[src/rtl/seq_det_prog.sv]
// seq_det_prog: programmable serial sequence detector.
// Shifts qualified serial bits into a history register, compares the newest
// len_r bits against a runtime pattern, pulses seq_out one cycle after the
// completing bit and keeps a saturating count of detections.
module seq_det_prog #(
    parameter int                 MAX_LEN     = 8,
    parameter int                 CNT_W       = 16,
    parameter logic [MAX_LEN-1:0] RST_PATTERN = MAX_LEN'('b1101),
    parameter int                 RST_LEN     = 4,
    parameter bit                 RST_OVERLAP = 1'b1,
    parameter int                 LEN_W       = $clog2(MAX_LEN + 1)
) (
    input  logic               clk,
    input  logic               rst,
    input  logic               cfg_we,
    input  logic [MAX_LEN-1:0] cfg_pattern,
    input  logic [LEN_W-1:0]   cfg_len,
    input  logic               cfg_overlap,
    input  logic               seq_valid,
    input  logic               seq_in,
    input  logic               cnt_clr,
    output logic               seq_out,
    output logic [CNT_W-1:0]   det_cnt
);

    localparam logic [LEN_W-1:0] MAX_LEN_L = LEN_W'(MAX_LEN);

    logic [MAX_LEN-1:0] hist;
    logic [MAX_LEN-1:0] pat_r;
    logic [LEN_W-1:0]   len_r;
    logic               ovl_r;
    logic [LEN_W-1:0]   fill;

    logic [MAX_LEN-1:0] nhist;
    logic [LEN_W-1:0]   nfill;
    logic [LEN_W-1:0]   len_clamp;
    logic               pat_eq;
    logic               match;

    // Saturating increment: the count sticks at all-ones instead of wrapping.
    function automatic logic [CNT_W-1:0] sat_inc(input logic [CNT_W-1:0] v);
        return (v == {CNT_W{1'b1}}) ? v : v + 1'b1;
    endfunction

    // Next history/fill and match decision for the bit presented this cycle.
    always_comb begin
        nhist     = {hist[MAX_LEN-2:0], seq_in};
        nfill     = (fill >= MAX_LEN_L) ? fill : fill + 1'b1;
        len_clamp = (cfg_len > MAX_LEN_L) ? MAX_LEN_L : cfg_len;
        pat_eq    = 1'b1;
        for (int i = 0; i < MAX_LEN; i++) begin
            // Only the newest len_r bits take part; higher pattern bits are don't-care.
            if ((LEN_W'(i) < len_r) && (nhist[i] != pat_r[i])) begin
                pat_eq = 1'b0;
            end
        end
        // A configuration write discards the bit of that cycle.
        match = seq_valid && !cfg_we && (len_r != '0) && (nfill >= len_r) && pat_eq;
    end

    // Configuration registers and shift history; a write flushes the history so
    // no match can straddle old and new configuration.
    always_ff @(posedge clk) begin
        if (rst) begin
            pat_r <= RST_PATTERN;
            len_r <= LEN_W'(RST_LEN);
            ovl_r <= RST_OVERLAP;
            hist  <= '0;
            fill  <= '0;
        end else if (cfg_we) begin
            pat_r <= cfg_pattern;
            len_r <= len_clamp;
            ovl_r <= cfg_overlap;
            hist  <= '0;
            fill  <= '0;
        end else if (seq_valid) begin
            hist <= nhist;
            // Non-overlapping mode restarts the fill so the next match needs fresh bits.
            fill <= (match && !ovl_r) ? '0 : nfill;
        end
    end

    // Registered match pulse and saturating detection counter.
    always_ff @(posedge clk) begin
        if (rst) begin
            seq_out <= 1'b0;
            det_cnt <= '0;
        end else begin
            seq_out <= match;
            if (cnt_clr) begin
                det_cnt <= match ? CNT_W'(1) : '0;
            end else if (match) begin
                det_cnt <= sat_inc(det_cnt);
            end
        end
    end

endmodule

[config.mk]
export PLATFORM = sky130hd
export DESIGN_NAME = seq_det_prog
export DESIGN_NICKNAME = d
export VERILOG_FILES = /design/src/rtl/seq_det_prog.sv
export SDC_FILE = /design/constraint.sdc
export NUM_CORES = 1
export LEC_CHECK = 0
export ABC_AREA = 1
export CAP_MARGIN = 20
export CELL_PAD_IN_SITES_DETAIL_PLACEMENT = 2
export CELL_PAD_IN_SITES_GLOBAL_PLACEMENT = 2
export CORE_UTILIZATION = 31
export CTS_BUF_LIST = sky130_fd_sc_hd__clkbuf_2
export DETAILED_ROUTE_END_ITERATION = 6
export GPL_TIMING_DRIVEN = 1
export PLACE_DENSITY_LB_ADDON = 0.1
export SKIP_CTS_REPAIR_TIMING = 1
export SYNTH_ARGS = -nofsm -noshare
export SYNTH_HDL_FRONTEND = slang
export SYNTH_SLANG_ARGS = --single-unit
[constraint.sdc]
create_clock -name clk -period 2.5 [get_ports clk]
set_clock_uncertainty 0.15 [all_clocks]
set_input_delay 0.5 -clock clk [delete_from_list [all_inputs] [get_ports clk]]
set_output_delay 0.5 -clock clk [all_outputs]
set_load 0.05 [all_outputs]
==> reports/qor.csv <==
metric;value;unit
drt_pre_antenna_iters;4;
reg2regPathDepth;13;
synth-seq-cells;41;
fin_crit;2.43;ns
nFillCells;895;
clock_latency;0.42;ns
vias;2424;
cts-root-buf;clkbuf_2;
final_cell_mix;78 x nand2_1, 41 x inv_1, 39 x nor2_1, 39 x dfxtp_1, 34 x clkdlybuf4s50_1;
outcome;finished, final reports clean;
cts.sinks;41;
p_leak;1.29;nW
grt_max_degree;17;
synth_ff_type;dfxtp_1;
synth_cells;346;
ios;36;
synth_top_area_cell;dfxtp_1;
yosys.area.top_type_share;0.343;
cts_tree;yes;
hold_end;pat_r[4];
drt_wl_total;7780;µm
min_path_type;reg2reg;
synth-async-reset-ratio;0;
track_usage;0.195;
worstSetupStartpointType;register;
min-delay-start;pat_r[4];
regArea;826;µm²
worstMarginPinSlew;0.508;ns
seq_area_frac_synth;0.343;
slew_violations;0;
port_buffers;35;
multi_input_area;1370;µm²
synth_cell_types;38;
grt_pass1_wl;12600;µm
layout-drive-gt1-share;0.173;
clockBufferDepth;2;
cts_inserted_buffers;5;
power_density;392;nW/µm²
die_area;8070;µm²
clkTransAtPathRegs;0.22;ns
crit_fanout;6;
netlist_area;2390;µm²
cts-htree-levels;2;
syn-num-nets;372;
avgViaCountPerCell;4.87;
crit_chain;clkdlybuf4s50_1;
diodes;0;
relSlewSlack;0.661;
wl_per_cell;15.6;µm
final_common_cell;nand2_1;
die_h;89.8;µm
path_buf_inv;1;
critPathMaxStageDelay;0.85;ns
path_class;reg2out;
grt_pass1_vias;2545;
row_count;31;
finalInstanceArea;3090;µm²
gp_congestion;0.783;
reg2reg_slack;0.10;ns
coreArea;7370;µm²
cp_data_required_time;1.85;ns
endpoint_kind;output pin;
synth.avg_cell_area;6.91;µm²
fin_crit_sh;0.970;
maxCapViolCount;0;
die-width;89.8;µm
nets;424;
placed_area;2910;µm²
irDropWorstVdd;0.000177;V
holdWs;0.350;ns
slowest_stage;clkdlybuf4s50_1;
ys_warn_count;0;
max_freq;412;MHz
antenna_found_initial;0;
finalSetupViolations;0;
ant_nets;0;
rsz0062_at_grt;yes;
hold_depth;2;
post-route-drc-count;0;
rr_startpoint;fill[0];
drt-initial-drc-count;65;
synth_area_leaders;dfxtp_1 34%, nand2_1 12%, inv_1 7.2%;
initial_core_util;0.325;
r2r_end;det_cnt[5];
cp.arrival;1.78;ns
dp_hpwl;5690;µm
critical-path-top-delay-family;buffers and inverters;
synth-edff-count;0;
area_delta_synth_final;29.2;%
grt-ovfl-total;0;
hold_violations;0;
-- sequential cells by signal, summed over array words and instances (netlist names) --
signal and count:
ovl_r 1, len_r 4, pat_r 8, fill 4, det_cnt 16, hist 7, seq_out 1
-- layer usage --
metal  up-vias  global-route usage  wire, µm
met5         -                   0         0
met4         0              0.0533        97
met3         9              0.0279       225
met2        40               0.313      3680
met1      1162               0.272      3780
li1       1213                   -         -
-- final cells by class --
| type | count | area share |
|---|---|---|
| Multi-Input combinational cell | 244 | 0.442 |
| Sequential cell | 41 | 0.267 |
| Timing Repair Buffer | 55 | 0.175 |
| Inverter | 51 | 0.0627 |
| Tap cell | 99 | 0.0401 |
| Clock buffer | 8 | 0.0130 |
-- metrics by stage --
step | utilization | TNS (ns) | total power, mW | setup WS, ns | instances
6_report | 0.420 | 0 | 1.21 | 0.0738 | 498
5_1_grt | 0.420 | -0.134 | 1.28 | -0.0372 | 498
4_1_cts | 0.400 | -0.564 | 1.23 | -0.0873 | 490
3_5_place_dp | 0.395 | -0.0946 | 0.905 | -0.0351 | 482
3_3_place_gp | 0.395 | 0 | 0.897 | 0.0519 | 482
2_1_floorplan | - | 0 | 0.826 | 0.211 | 346
-- synth_stat cells (6+ instances only) --
master,number
a21oi_1,25
nand3_1,13
inv_1,46
ha_1,7
nor2_1,40
dfxtp_1,41
o21ai_0,19
clkbuf_1,6
a211oi_1,7
nand3b_1,6
nand2_2,6
xor2_1,6
nand4_1,10
nand2_1,79
-- worst max path at each step --
stage / start / end / slack, ns / cells past startpoint
global placement: fill[1] / det_cnt[11] / 0.05 / 11
floorplan: fill[0] / det_cnt[12] / 0.21 / 14
finish: det_cnt[5] / det_cnt[5] / 0.07 / 1
CTS: fill[1] / det_cnt[10] / -0.09 / 13
global route: fill[0] / det_cnt[4] / -0.04 / 14
detailed placement: fill[1] / det_cnt[10] / -0.04 / 13
-- logic make-up after synthesis --
| logic type | after synthesis | share of synthesized area |
|---|---|---|
| flops | 41 | 0.343 |
| simple gates | 171 | 0.351 |
| xor+xnor | 7 | 0.0256 |
| compound gates | 59 | 0.138 |
| fa+ha+maj | 7 | 0.0366 |
| buf+inv | 61 | 0.106 |
-- where the power goes --
| part | internal, mW | switching, mW | total (mW) | leakage, nW |
|---|---|---|---|---|
| clock network | 0.0823 | 0.232 | 0.315 | 0.0332 |
| registers | 0.674 | 0.0179 | 0.692 | 0.336 |
| logic | 0.0834 | 0.122 | 0.206 | 0.920 |
(Power assumes the default switching activity.)
